File: config.mk
export PLATFORM = sky130hd
export DESIGN_NAME = rx_word_align
export DESIGN_NICKNAME = d
export VERILOG_FILES = /design/src/rtl/rx_word_align.sv
export SDC_FILE = /design/constraint.sdc
export NUM_CORES = 1
export LEC_CHECK = 0
export CAP_MARGIN = 0
export CORE_MARGIN = 3
export CORE_UTILIZATION = 50
export DETAILED_ROUTE_END_ITERATION = 10
export PLACE_DENSITY = 0.86
export SKIP_LAST_GASP = 1
export SYNTH_ARGS = -nofsm -noshare
export SYNTH_HDL_FRONTEND = slang
export SYNTH_SLANG_ARGS = --single-unit
File: constraint.sdc
create_clock -name clk_rxg -period 6.3 [get_ports clk_rxg]
set_clock_uncertainty 0.15 [all_clocks]
set_input_delay 1.26 -clock clk_rxg [delete_from_list [all_inputs] [get_ports clk_rxg]]
set_output_delay 1.26 -clock clk_rxg [all_outputs]
set_load 0.01 [all_outputs]
File: src/rtl/rx_word_align.sv
// rx_word_align
//
// Word-alignment controller for one serial receive lane, placed directly after
// a 1:12 deserializer and clocked by its word clock. While aligning it looks for
// TRAIN_PATTERN on the registered parallel word. On a miss it pulses bitslip to
// try the next of the 12 bit positions. After all 12 positions have failed it
// advances the IDELAY tap by DLY_STEP and starts over. It declares lock after
// MATCH_CNT consecutive matches. It flags an error once the tap range is used up.
//
// Ports
//   clk_rxg         in   word clock (line rate / 12), sole clock
//   rst_rx          in   asynchronous active-high reset
//   align_en        in   level: high runs/holds alignment, low aborts to idle
//   data_in         in   12-bit parallel word from the deserializer
//   bitslip         out  one-cycle bitslip request to the deserializer
//   idelay_ld       out  one-cycle IDELAY load strobe
//   idelay_valuein  out  IDELAY tap value, stable while idelay_ld is high
//   aligned         out  lock achieved
//   align_err       out  whole tap/bit sweep exhausted without lock
//   word_out        out  data_in delayed by one cycle
//   word_valid      out  same as aligned, co-timed with word_out
//
// State table
//   state      | meaning
//   S_IDLE     | alignment disabled; tap and slip position reset
//   S_LOAD_DLY | idelay_ld strobe cycle for the current tap
//   S_SETTLE   | wait SETTLE_CYC cycles for slip/delay to reach data_r
//   S_CHECK    | compare data_r against TRAIN_PATTERN each cycle
//   S_SLIP     | bitslip pulse cycle, advance bit position
//   S_LOCKED   | aligned; live data flows, mismatches ignored
//   S_FAIL     | sweep exhausted; align_err held until align_en drops

module rx_word_align #(
  parameter logic [11:0] TRAIN_PATTERN = 12'hFC0,
  parameter int          MATCH_CNT     = 16,
  parameter int          SETTLE_CYC    = 8,
  parameter int          DLY_STEP      = 4
) (
  input  logic        clk_rxg,
  input  logic        rst_rx,
  input  logic        align_en,
  input  logic [11:0] data_in,
  output logic        bitslip,
  output logic        idelay_ld,
  output logic [4:0]  idelay_valuein,
  output logic        aligned,
  output logic        align_err,
  output logic [11:0] word_out,
  output logic        word_valid
);

  // Settle timer is a down-counter loaded with SETTLE_CYC-1 and left on zero,
  // which gives exactly SETTLE_CYC cycles in S_SETTLE.
  localparam logic [3:0] SETTLE_LOAD = 4'(SETTLE_CYC - 1);
  localparam logic [7:0] MATCH_LAST  = 8'(MATCH_CNT - 1);
  localparam logic [3:0] SLIP_LAST   = 4'd11;
  localparam logic [5:0] STEP_W      = 6'(DLY_STEP);
  localparam logic [5:0] TAP_MAX     = 6'd31;

  typedef enum logic [2:0] {
    S_IDLE,
    S_LOAD_DLY,
    S_SETTLE,
    S_CHECK,
    S_SLIP,
    S_LOCKED,
    S_FAIL
  } state_t;

  state_t      state;
  logic [11:0] data_r;
  logic [3:0]  settle_cnt;
  logic [7:0]  match_cnt;
  logic [3:0]  slip_cnt;
  logic [4:0]  dly_tap;

  logic [5:0]  next_tap;
  logic        tap_room;
  logic        pat_hit;

  // Tap advance is evaluated one bit wider so the last step cannot wrap to 0.
  assign next_tap = {1'b0, dly_tap} + STEP_W;
  assign tap_room = (next_tap <= TAP_MAX);
  assign pat_hit  = (data_r == TRAIN_PATTERN);

  always_ff @(posedge clk_rxg or posedge rst_rx) begin
    if (rst_rx) begin
      data_r <= 12'd0;
    end else begin
      data_r <= data_in;
    end
  end

  assign word_out   = data_r;
  assign word_valid = aligned;

  always_ff @(posedge clk_rxg or posedge rst_rx) begin
    if (rst_rx) begin
      state          <= S_IDLE;
      settle_cnt     <= 4'd0;
      match_cnt      <= 8'd0;
      slip_cnt       <= 4'd0;
      dly_tap        <= 5'd0;
      bitslip        <= 1'b0;
      idelay_ld      <= 1'b0;
      idelay_valuein <= 5'd0;
      aligned        <= 1'b0;
      align_err      <= 1'b0;
    end else begin
      // Strobes are single-cycle by construction: they drop on every edge
      // unless the transition below re-asserts them.
      bitslip   <= 1'b0;
      idelay_ld <= 1'b0;

      if (!align_en) begin
        state     <= S_IDLE;
        aligned   <= 1'b0;
        align_err <= 1'b0;
        dly_tap   <= 5'd0;
        slip_cnt  <= 4'd0;
      end else begin
        case (state)
          S_IDLE: begin
            dly_tap        <= 5'd0;
            slip_cnt       <= 4'd0;
            idelay_valuein <= 5'd0;
            idelay_ld      <= 1'b1;
            state          <= S_LOAD_DLY;
          end

          S_LOAD_DLY: begin
            slip_cnt   <= 4'd0;
            settle_cnt <= SETTLE_LOAD;
            state      <= S_SETTLE;
          end

          S_SETTLE: begin
            if (settle_cnt == 4'd0) begin
              match_cnt <= 8'd0;
              state     <= S_CHECK;
            end else begin
              settle_cnt <= settle_cnt - 4'd1;
            end
          end

          S_CHECK: begin
            if (pat_hit) begin
              match_cnt <= match_cnt + 8'd1;
              if (match_cnt == MATCH_LAST) begin
                aligned <= 1'b1;
                state   <= S_LOCKED;
              end
            end else if (slip_cnt < SLIP_LAST) begin
              bitslip <= 1'b1;
              state   <= S_SLIP;
            end else if (tap_room) begin
              // Value and strobe go out together so the tap is stable
              // for the whole idelay_ld cycle.
              dly_tap        <= next_tap[4:0];
              idelay_valuein <= next_tap[4:0];
              idelay_ld      <= 1'b1;
              state          <= S_LOAD_DLY;
            end else begin
              align_err <= 1'b1;
              state     <= S_FAIL;
            end
          end

          S_SLIP: begin
            slip_cnt   <= slip_cnt + 4'd1;
            settle_cnt <= SETTLE_LOAD;
            state      <= S_SETTLE;
          end

          S_LOCKED: begin
            state <= S_LOCKED;
          end

          S_FAIL: begin
            state <= S_FAIL;
          end

          default: begin
            state <= S_IDLE;
          end
        endcase
      end
    end
  end

endmodule
==> results of run 1 <==
## state kept, by name (all words and copies together) (netlist names)
signal / flops
align_err: 1
aligned: 1
bitslip: 1
dly_tap: 5
idelay_ld: 1
idelay_valuein: 5
match_cnt: 8
settle_cnt: 4
slip_cnt: 4
state: 3
word_out: 12
## how the worst max path moves through the flow
stage	to	slack [ps]
CTS	match_cnt[6]	2810
finish	match_cnt[6]	2790
global route	match_cnt[6]	2680
global placement	match_cnt[6]	2580
floorplan	match_cnt[7]	3200
detailed placement	match_cnt[6]	2480
## placed cells by master, fill, tap and decap left out, types with 6 or more instances in the layout
cell type,instances
sky130_fd_sc_hd__dfrtp_1,45
sky130_fd_sc_hd__clkdlybuf4s50_1,36
sky130_fd_sc_hd__nand2_1,17
sky130_fd_sc_hd__a21oi_1,13
sky130_fd_sc_hd__inv_1,11
sky130_fd_sc_hd__nor3_1,8
sky130_fd_sc_hd__nor2_1,8
sky130_fd_sc_hd__nand3_1,8
sky130_fd_sc_hd__o21ai_0,8
sky130_fd_sc_hd__or4_1,6
sky130_fd_sc_hd__nand2b_1,6
## per-layer routing
layer	global-route usage	wire, um	vias to the layer above	share of wire
met2	0.290	1980	47	0.47
li1	-	-	842	-
met3	0.0645	297	8	0.070
met1	0.236	1870	838	0.44
met4	0.0564	73	0	0.017
met5	0	0	-	0
## power groups by stage
stage               Clock, mW  Sequential (mW)  Combinational (mW)
floorplan                   0            0.335              0.0997
global placement            0            0.348               0.130
detailed placement          0            0.350               0.131
CTS                     0.177            0.344               0.133
global route            0.188            0.350               0.149
finish                  0.170            0.344               0.133
## layout make-up
class                           instances  area [um2]
Fill cell                             338        1450
Sequential cell                        45        1130
Multi-Input combinational cell        142         946
Timing Repair Buffer                   37         368
Clock buffer                            6        72.6
Tap cell                               50        62.6
Inverter                               13        48.8
Clock inverter                          2        10.0
## cell families (layout without fill, tap and decap cells)
| kind of cell | count (synthesis) | count (layout) | share of synthesized area |
|---|---|---|---|
| simple gates | 83 | 83 | 0.225 |
| compound gates | 47 | 47 | 0.152 |
| flops | 45 | 45 | 0.521 |
| buf+inv | 22 | 58 | 0.0411 |
| fa+ha+maj | 5 | 5 | 0.0290 |
| mux | 4 | 4 | 0.0191 |
| xor+xnor | 3 | 3 | 0.0122 |
## cells in the mapped netlist (3+ instances only)
cell type	count
sky130_fd_sc_hd__a21oi_1	13
sky130_fd_sc_hd__and2_1	5
sky130_fd_sc_hd__and3_1	4
sky130_fd_sc_hd__clkbuf_1	5
sky130_fd_sc_hd__dfrtp_1	45
sky130_fd_sc_hd__ha_1	5
sky130_fd_sc_hd__inv_1	12
sky130_fd_sc_hd__mux2i_1	3
sky130_fd_sc_hd__nand2_1	17
sky130_fd_sc_hd__nand2b_1	6
sky130_fd_sc_hd__nand3_1	8
sky130_fd_sc_hd__nor2_1	8
sky130_fd_sc_hd__nor3_1	8
sky130_fd_sc_hd__nor4_1	3
sky130_fd_sc_hd__o211ai_1	5
sky130_fd_sc_hd__o21ai_0	8
sky130_fd_sc_hd__o32ai_1	5
sky130_fd_sc_hd__or4_1	6
==> results by stage, run 1 <==
STA:
- The setup slack of the critical path after layout is 2790 ps.
- Setup repair after global routing left no endpoint under its margin.
- Hold is met by 347 ps.
- For the pin with the worst max-slew slack, the measured transition is 612 ps.
- The final number of max-transition violations came to 0.
- The count of final hold-check violations is 0.
- In this run the tightest slew margin relative to its limit is 0.589.
- Dividing the final minimum period by the clock period gives 0.557.
- Counting I/O delays and the setup requirement, the final critical path takes 3510 ps.
- The highest achievable clock rate is 0.285 GHz.
- The setup TNS after final layout is 0 ps.
- Setup violations remaining at the end of the flow were counted as 0.

CTS:
- The clock latency on the worst-skew pair is 290 ps.
- Clock-pin slew was measured on the worst setup and hold paths at 80 ps.
- The H-tree generated during clock tree synthesis spans 2 levels.
- Clock tree synthesis inserted a total of 5 buffers.
- The post-cts sizing count is 0.
- The TritonCTS clock tree is done.
- The longest clock path from root to sink contains 2 buffers.
- The number of clock sinks is 45.
- The number of setup buffers added after CTS is 0.
- The root buffer cell is sky130_fd_sc_hd__clkbuf_8.
- The count of hold buffers inserted by post-cts repair is 0.

Critical path:
- The data required time at the worst endpoint is 6370 ps.
- The critical path starts at align_en.
- STA classifies the critical path endpoint as a flip-flop.
- The worst flop-to-flop path startpoint is state[0].
- In this run the number of cells on the critical path is 5.
- In this design, the largest share of critical-path delay is due to simple AND/OR/NAND/NOR gates.
- The worst register-to-register path ends at match_cnt[6].
- Traced cell by cell, the critical path runs through clkdlybuf4s50_1 -> nand4b_1 -> or4_4 -> or4_1 -> a21oi_1.
- The library cell contributing the largest single delay on the critical path is sky130_fd_sc_hd__clkdlybuf4s50_1.
- The length in cells of the worst reg-to-reg path is 4.
- STA classifies the critical path startpoint as a primary input.
- The category of the critical setup timing path is in -> reg.
- The reg-to-reg setup timing slack is 3660 ps.
- For this run, the slowest stage of the critical path takes 670 ps.
- The sum of buffers and inverters on the critical path is 1.
- For the worst setup path, the data arrival time is 3580 ps.
- Along the worst path, the maximum fanout reaches 15.

Detailed routing:
- Dividing the detail-routed via count by the number of cells gives 5.88.
- For this block, the routed nets add up to 4230 um of wire.
- The total DRC errors in the routed layout is 0.
- The routed via count is 1735.
- The first detailed-routing pass ran for 4 iterations.
- In the final routed layout, each cell accounts on average for 14.3 um.
- The number of violations reported at the end of detailed-routing iteration 0 is 102.
- The remaining antenna violation count after routing is 0.

Hold path:
- The worst hold path terminates at dly_tap[0].
- The worst hold path stage count is 1.
- The path category of the worst min-delay check is reg -> reg.
- The startpoint identified for the worst hold timing path is dly_tap[0].

Yosys:
- Of all flip-flops after synthesis, the portion carrying an async set or reset was 1.00.
- The number of distinct standard cells referenced by the synthesized netlist is 48.
- For this run, the register share of the synthesized area comes to 0.521.
- Of the post-synthesis cell area, the dominant cell type holds 0.521.
- During synthesis, Yosys emitted a total of 0 warnings.
- The mean post-synth cell area is 10.3 um2.
- Synthesis produced a netlist with a net count of 229.
- After synthesis the cells add up to 2160 um2.
- Among all flip-flop cells after synthesis, the most frequent one is sky130_fd_sc_hd__dfrtp_1.
- The post-synthesis cell type with the largest combined area is sky130_fd_sc_hd__dfrtp_1.
- The count of flip-flops with a built-in enable after synthesis is 0.
- The synthesized instance count is 209.
- Yosys attributes the largest share of cell area to sky130_fd_sc_hd__dfrtp_1 52%, sky130_fd_sc_hd__a21oi_1 3.0%, sky130_fd_sc_hd__nand2_1 3.0%, sky130_fd_sc_hd__ha_1 2.9%, sky130_fd_sc_hd__inv_1 2.1%.
- The number of storage elements in the synthesis netlist is 45.

Power:
- The power share of the combinational group is 0.205.
- The worst-case IR drop observed on VDD is 0.000173 V.
- The share of total power dissipated in sequential elements is 0.532.
- Of the total power, the share spent switching nets is 0.296.
- Summing internal, switching and leakage power gives 0.647 mW.
- In this run the power spent charging and discharging nets is 0.192 mW.
- The power per standard cell area is 246 nW/um2.
- The leakage dissipation is 1.10 nW.
- The internal portion of total power is 0.455 mW.
- The share of total power dissipated in the clock network is 0.263.

Floorplan:
- The die area is 5150 um2.
- The core region is 4090 um2.
- For this configuration, the core starts out at a cell density of 0.529.
- The floorplan has 23 rows.
- The floorplan step set the die height to 71.7 um.
- The floorplan step set the die width to 71.7 um.
- The number of I/O pins is 37.

Placed design:
- The half-perimeter wire length after detailed placement is 3070 um.
- At the end of routability-driven placement, the weighted congestion stood at 0.878.
- The post-placement cell count is 287.
- In this run the cell area measured after placement is 2550 um2.
- During placement, the flow inserted port buffers numbering 36.
- The worst slack after detailed placement is 2480 ps.

Cells and area:
- The net total in the final layout is 264.
- 0 antenna diodes ended up in the layout.
- The area added between synthesis and finish is 21.9%.
- Once layout is complete, the utilization of the core stands at 0.645.
- The final cell area excluding filler cells is 2630 um2.
- The fraction of layout cells with a size suffix above 1 is 0.0694.
- The number of cells in the finished layout apart from fillers is 295.

Global routing:
- The leftover overflow at the end of global routing is 0.
- For this run, the total global-route usage over all layers was measured as 0.183.
- The first-pass GRT wire length is 7440 um.
- Entering global routing, the biggest net connects 46 pins.
- The via count of the first global-routing pass was 1639.
- The initial antenna violation count is 0.

Run:
- The count of maximum capacitance violations is 0.

Run status:
- The flow ran to the end, and the final reports show no timing, DRC or antenna violations.
Note: power is estimated with default switching activity, not from simulation.
==> run 2, diff against run 1 <==
==> constraint.sdc (replaced) <==
create_clock -name clk_rxg -period 3.4 [get_ports clk_rxg]
set_clock_uncertainty 0.15 [all_clocks]
set_input_delay 0.68 -clock clk_rxg [delete_from_list [all_inputs] [get_ports clk_rxg]]
set_output_delay 0.68 -clock clk_rxg [all_outputs]
set_load 0.01 [all_outputs]
==> run 2 against run 1 <==
Against the previous run:
- critical path type is now reg -> reg
- count of clock-buffer cells in the layout shrank 1
- setup slack lost 1900 ps
- utilization grew 0.89 points
- register-to-register slack lost 2800 ps
- sequential share of layout area shrank 0.58 points
- worst hold slack lost 7.0 ps
- cell area grew 1.4%
- via count grew 0.40%
- clock power grew 120%
- largest cell class unchanged
- highest routed layer unchanged
- critical endpoint is now state[2]
- critical path depth shrank 1
- cell count grew 0.34%
==> results by stage, run 2 (synthesized netlist as in run 1, its figures left out) <==
Power:
- The worst-case IR drop observed on VDD is 0.000326 V.
- The share of total power dissipated in sequential elements is 0.503.
- For this design the total switching power over the nets is 0.353 mW.
- For this design the static power due to leakage is 1.12 nW.
- The internal portion of total power is 0.916 mW.
- The power per standard cell area is 475 nW/um2.
- The design draws 1.27 mW.
- Of the total power, the share spent switching nets is 0.278.
- Of the total power, the clock network draws 0.300.
- The power share of the combinational group is 0.197.

Run status:
- The flow ran to the end, and the final reports show no timing, DRC or antenna violations.

Hold path:
- For hold timing, the worst endpoint is dly_tap[0].
- The worst hold path stage count is 1.
- The path category of the worst min-delay check is reg -> reg.
- The startpoint identified for the worst hold timing path is dly_tap[0].

CTS:
- The clock latency on the worst-skew pair is 300 ps.
- After clock tree synthesis, the flow added hold-fix buffers numbering 0.
- The root buffer cell is sky130_fd_sc_hd__clkbuf_8.
- The post-cts sizing count is 0.
- The buffer count from post-CTS setup fixing is 0.
- The H-tree was split into 2 levels.
- The number of clock sinks is 45.
- The maximum number of buffers from clock root to sink is 2.
- Buffers inserted during clock tree synthesis total 5.
- TritonCTS built the clock tree.
- The clock slew seen by the registers of the worst setup and hold paths is 80 ps.

Floorplan:
- The initial utilization of the core area, before any placement, comes to 0.529.
- After floorplanning, the core was divided into 23 placement rows.
- The core area is 4090 um2.
- Pin placement for this block handled 37 I/O pins.
- Measured along the x axis, the die boundary spans 71.7 um.
- In this run the vertical extent of the chip is 71.7 um.
- The die area is 5150 um2.

Detailed routing:
- After detailed routing, the total wire length is 4510 um.
- The total DRC errors in the routed layout is 0.
- The post-route met1 wirelength is 1980 um.
- In this run, the number of DRC markers left after iteration 0 of detailed routing was 104.
- After detailed routing, no signal wire sits above met4.
- In the final routed layout, each cell accounts on average for 15.2 um.
- The final route contains 1742 vias.
- Wire segments on met3 add up to 320 um in the final route.
- The count of nets left with antenna violations once routing finished came out at 0.
- The vias per cell is 5.89.
- For this run, the detailed router's first-pass iteration total came to 4.
- After detailed routing, the met2 layer carries 2140 um of wire.

Critical path:
- The worst setup path is captured at a flip-flop.
- The worst setup path is launched from a flip-flop.
- The biggest fanout along the worst timing path is 6.
- Counting cells, the worst reg-to-reg path comes to 4.
- Data arrives at the worst endpoint at 2550 ps.
- The worst setup path is of the reg -> reg kind.
- The library cell contributing the largest single delay on the critical path is sky130_fd_sc_hd__or4_1.
- The cell class contributing the biggest share of worst-path delay is simple AND/OR/NAND/NOR gates.
- In this run the register-to-register setup slack is 890 ps.
- The critical path contains buffers and inverters numbering 0 combined.
- The data required time at the worst endpoint is 3440 ps.
- In this run the critical register-to-register path is captured at state[2].
- The delay contributed by the slowest stage of the critical path is 710 ps.
- The critical path goes through or4_4 -> or4_1 -> or3b_1 -> o2111a_1.
- The worst flop-to-flop path startpoint is word_out[1].

STA:
- The worst pin sits at a relative slew slack of 0.364.
- The number of endpoints failing setup at the final stage is 0.
- The actual slew at the worst max-slew pin is 948 ps.
- The setup TNS after final layout is 0 ps.
- The highest achievable clock rate is 0.399 GHz.
- Setup repair after global routing left no endpoint under its margin.
- The final number of max-transition violations is 0.
- In the finished design, the share of the clock period the worst path needs comes to 0.738.
- The count of final hold-check violations is 0.
- The final critical delay including setup and external delays is 2510 ps.

Placed design:
- The post-placement cell count is 289.
- The half-perimeter wire length after detailed placement is 3330 um.
- The quantity of I/O buffers inserted on ports is 36.
- The weighted congestion at the end of routability-driven global placement is 0.896.

Cells and area:
- The area added between synthesis and finish is 23.6%.
- The fraction of layout cells with a size suffix above 1 is 0.0772.
- The most common library cell in the layout ignoring fill and taps is sky130_fd_sc_hd__dfrtp_1.
- The register with the most flip-flops in the layout has 12 of them.
- The number of cells in the finished layout apart from fillers is 296.
- After the last flow step, the layout net total stands at 266.
- The count of antenna diodes in the layout is 0.
- The top cell types in the final layout, fill and taps aside, are 45 x sky130_fd_sc_hd__dfrtp_1, 36 x sky130_fd_sc_hd__clkdlybuf4s50_1, 17 x sky130_fd_sc_hd__nand2_1.

Global routing:
- The pin count of the biggest net entering global routing is 28.
- The leftover overflow at the end of global routing is 0.
- The total global routing track utilization is 0.193.
- The initial antenna violation count is 0.
- The via count of the first global-routing pass is 1722.
- The first-pass GRT wire length is 7830 um.

Run:
- The count of maximum capacitance violations is 0.
[run 2: cell types whose count changed in the layout (fill, tap and decap cells not counted), sizes merged]
| cell | previous run | this run |
|---|---|---|
| buf | 1 | 3 |
| bufinv | 0 | 1 |
| clkbuf | 6 | 5 |
| clkinv | 4 | 3 |
[run 2: final cells by class]
| cell class | instances | area [um2] |
|---|---|---|
| inverter | 13 | 48.8 |
| tap | 50 | 62.6 |
| multi-input combinational | 142 | 946 |
| timing repair buffer | 39 | 383 |
| clock buffer | 5 | 68.8 |
| fill | 330 | 1420 |
| sequential | 45 | 1130 |
| clock inverter | 2 | 35.0 |
[run 2: how the worst max path moves through the flow]
stage | start | to | slack (ps) | depth (start not counted)
after CTS | word_out[1] | state[2] | 900 | 4
after global placement | align_en | match_cnt[6] | 630 | 5
after global routing | align_en | idelay_valuein[3] | 740 | 5
final | word_out[1] | state[2] | 890 | 4
after floorplan | align_en | match_cnt[7] | 880 | 6
after detailed placement | align_en | idelay_valuein[4] | 560 | 5
[run 2: power by group through the flow]
| stage | Clock (mW) | Sequential (mW) | Combinational, mW |
|---|---|---|---|
| 3_3_place_gp | 0 | 0.644 | 0.242 |
| 3_5_place_dp | 0 | 0.648 | 0.251 |
| 4_1_cts | 0.394 | 0.638 | 0.252 |
| 6_report | 0.381 | 0.638 | 0.250 |
| 2_1_floorplan | 0 | 0.621 | 0.185 |
| 5_1_grt | 0.418 | 0.647 | 0.284 |
[run 2: per-stage QoR]
stage | setup slack [ps] | utilization | hold slack, ps | area [um2]
floorplan | 884 | - | 303 | 2160
global placement | 633 | 0.628 | 319 | 2570
detailed placement | 562 | 0.628 | 327 | 2570
CTS | 895 | 0.653 | 346 | 2670
global route | 741 | 0.653 | 354 | 2670
finish | 891 | 0.653 | 340 | 2670
[run 2: layer usage]
layer  GRT usage  vias up
met4      0.0710        0
li1            -      839
met1       0.238      843
met2       0.318       54
met3      0.0617        6
met5           0        -
[run 2: worst reg2reg max path: stages, from the launching register on]
cell,delay [ps]
sky130_fd_sc_hd__dfrtp_1,380
sky130_fd_sc_hd__or4_4,560
sky130_fd_sc_hd__or4_1,710
sky130_fd_sc_hd__or3b_1,460
sky130_fd_sc_hd__o2111a_1,140
==> run 3, diff against run 2 <==
--- a/config.mk
+++ b/config.mk
@@ -7,9 +7,9 @@
 export LEC_CHECK = 0
 export CAP_MARGIN = 0
 export CORE_MARGIN = 3
-export CORE_UTILIZATION = 50
+export CORE_UTILIZATION = 47
 export DETAILED_ROUTE_END_ITERATION = 10
-export PLACE_DENSITY = 0.86
+export PLACE_DENSITY = 0.85
 export SKIP_LAST_GASP = 1
 export SYNTH_ARGS = -nofsm -noshare
 export SYNTH_HDL_FRONTEND = slang
==> constraint.sdc (replaced) <==
create_clock -name clk_rxg -period 2.02 [get_ports clk_rxg]
set_clock_uncertainty 0.15 [all_clocks]
set_input_delay 0.404 -clock clk_rxg [delete_from_list [all_inputs] [get_ports clk_rxg]]
set_output_delay 0.404 -clock clk_rxg [all_outputs]
set_load 0.01 [all_outputs]
==> run 3 against run 2 <==
Against the previous run:
- the flow now finishes with violations (setup timing)
- largest cell class unchanged
- via count increased by 12%
- critical path type unchanged
- global-route usage increased by 2.3 points
- clock power increased by 110%
- die area increased by 5.8%
- cell count increased by 11%
- routed wire length increased by 32%
- highest routed layer unchanged
- combinational power increased by 140%
- total power increased by 93%
==> results by stage, run 3 (synthesized netlist as in run 1, its figures left out) <==
Placed design:
- The weighted congestion at the end of routability-driven global placement is 0.861.
- The quantity of I/O buffers inserted on ports is 36.
- The half-perimeter wire length after detailed placement is 3660 um.

CTS:
- The maximum number of buffers from clock root to sink is 2.
- The number of clock sinks is 45.
- The maximum level of the CTS H-tree is 2.
- The clock latency on the worst-skew pair is 300 ps.
- TritonCTS built the clock tree.
- The count of hold buffers inserted by post-cts repair is 0.
- Counting the buffers created by CTS gives 5.
- After clock tree synthesis, the clock-pin slew on the worst setup and hold paths is 80 ps.
- The root buffer cell is sky130_fd_sc_hd__clkbuf_8.

Critical path:
- STA classifies the critical path startpoint as a flip-flop.
- The most repeated library cell on the critical path is sky130_fd_sc_hd__or4_4.
- The category of the critical setup timing path is reg -> reg.
- Data on the critical path arrives at its endpoint at 2440 ps.
- On the worst path, the slowest cell contributes a delay of 610 ps.
- The endpoint of the worst register-to-register path is state[2].
- Setup slack on the worst reg-to-reg path comes out at -390 ps.
- The slowest stage of the critical path belongs to the cell sky130_fd_sc_hd__or4_4.
- The worst flop-to-flop path startpoint is word_out[1].
- Of all nets on the critical path, the largest fanout is 4.
- Data on the critical path is required at its endpoint by 2050 ps.
- The worst setup path is captured at a flip-flop.
- The length in cells of the worst reg-to-reg path is 4.
- The signal on the critical path passes through or4_4 -> or4_4 -> or3b_4 -> o2111a_1.

Global routing:
- The leftover overflow at the end of global routing is 0.
- The pin count of the biggest net entering global routing is 46.
- For this run, the total global-route usage over all layers was measured as 0.216.
- The initial antenna violation count is 0.
- The first global-routing pass estimated 8960 um of wire.
- The via count of the first global-routing pass is 1924.

Detailed routing:
- The total DRC errors in the routed layout is 0.
- The met3 wire length is 325 um.
- Dividing the detail-routed via count by the number of cells gives 5.92.
- After detailed routing, the average wire length per cell comes to 18.0 um.
- The total met2 wirelength after detailed routing is 2990 um.
- The routed via count is 1953.
- Summed over all layers, the routed wires come to 5950 um.
- The number of detailed-route iterations in the first pass is 4.
- For this block, the initial DRC count from the detailed router was 254.
- The post-route met1 wirelength is 2470 um.
- Once detail routing completed, the nets flagged for antenna violations numbered 0.
- The top routing layer in use is met4.

Floorplan:
- The die span in x is 73.8 um.
- The number of I/O pins is 37.
- The die area is 5450 um2.
- In this run the vertical extent of the chip is 73.8 um.
- The initial utilization of the core area, before any placement, comes to 0.493.
- The core region is 4380 um2.
- The total number of placement rows is 24.

STA:
- The final number of max-transition violations is 0.
- After layout, the minimum clock period comes to 2410 ps.
- The count of final hold-check violations is 0.
- The highest achievable clock rate is 0.416 GHz.
- The actual slew at the worst max-slew pin is 661 ps.
- In the finished design, the share of the clock period the worst path needs comes to 1.19.
- Setup repair after global routing could not meet its margin everywhere.
- Setup violations remaining at the end of the flow were counted as 21.
- In this run the tightest slew margin relative to its limit is 0.558.
- The worst hold slack across all endpoints is 300 ps.
- Setup slack on the critical path of the routed design comes to -385 ps.

Cells and area:
- From synthesis to final layout, the design area changed by 45.3%.
- The net count of the finished layout is 297.
- The top cell types in the final layout, fill and taps aside, are 45 x sky130_fd_sc_hd__dfrtp_1, 36 x sky130_fd_sc_hd__clkdlybuf4s50_1, 27 x sky130_fd_sc_hd__buf_4.
- The library cell used most frequently in the layout, excluding fill and tap cells, is sky130_fd_sc_hd__dfrtp_1.
- The flip-flop count of the largest register, all copies and words added is 12.
- The count of antenna diodes in the layout is 0.
- The fraction of layout cells with a size suffix above 1 is 0.263.

Power:
- In this run the power spent charging and discharging nets is 0.685 mW.
- The share of total power dissipated in the clock network is 0.327.
- The power share of the combinational group is 0.249.
- The power per standard cell area is 780 nW/um2.
- The worst IR drop on VDD is 0.000456 V.
- The share of total power dissipated in sequential elements is 0.425.
- Cell internal power was estimated by the tool at 1.76 mW.
- The design draws 2.45 mW.
- The leakage dissipation is 1.37 nW.
- The switching portion of total power is 0.280.

Hold path:
- The min-delay analysis places its worst path in the category in -> async.

Run:
- The count of maximum capacitance violations is 0.

Run status:
- The flow ran to the end, but the final reports show violations.
- The checks that failed: setup timing.
==> run 3: cell count changes in the layout (fill, tap and decap cells not counted), sizes merged <==
cell	change
buf	+31
bufinv	+1
==> run 3: critical path, delay by kind of cell, from the launching register on <==
kind	cells	cell delay [ps]
compound gates	1	160
flops	1	390
simple gates	3	1600
==> run 3: per-layer routing <==
layer,vias to the layer above,global-route usage
met5,-,0
met4,0,0.0946
met3,14,0.0547
met2,74,0.351
met1,965,0.271
li1,900,-
==> run 3: worst max path at each step <==
stage	from	end	slack (ps)	depth (start not counted)
detailed placement	align_en	match_cnt[6]	-340	5
floorplan	word_out[4]	state[2]	-330	5
global route	word_out[1]	state[2]	-420	4
finish	word_out[1]	state[2]	-390	4
global placement	align_en	match_cnt[2]	-330	6
CTS	word_out[2]	match_cnt[6]	-340	4
==> run 3: power by group through the flow <==
stage	clock, mW	combinational, mW	sequential [mW]
2_1_floorplan	0	0.311	1.05
3_3_place_gp	0	0.517	1.05
3_5_place_dp	0	0.531	1.05
4_1_cts	0.814	0.560	1.04
5_1_grt	0.842	0.664	1.05
6_report	0.800	0.609	1.04
==> run 3: what timing repair did <==
item,CTS,global route
setup endpoints to repair,20,21
pin swaps,5,13
buffers inserted,1,6
resized for setup,9,22
==> run 3: per-stage QoR <==
| step | setup TNS [ps] | instances | instance area [um2] | setup slack, ps | utilization |
|---|---|---|---|---|---|
| 2_1_floorplan | -3130 | 209 | 2200 | -330 | - |
| 3_3_place_gp | -3950 | 317 | 2800 | -328 | 0.638 |
| 3_5_place_dp | -4190 | 317 | 2800 | -342 | 0.638 |
| 4_1_cts | -4420 | 326 | 2990 | -344 | 0.682 |
| 5_1_grt | -6580 | 330 | 3140 | -421 | 0.716 |
| 6_report | -5540 | 330 | 3140 | -385 | 0.716 |
==> run 3: layout make-up <==
class	instances	area (um2)
Tap cell	52	65.1
Multi-Input combinational cell	142	1110
Clock buffer	5	68.8
Timing Repair Buffer	70	659
Fill cell	278	1240
Clock inverter	3	65.1
Inverter	13	48.8
Sequential cell	45	1130
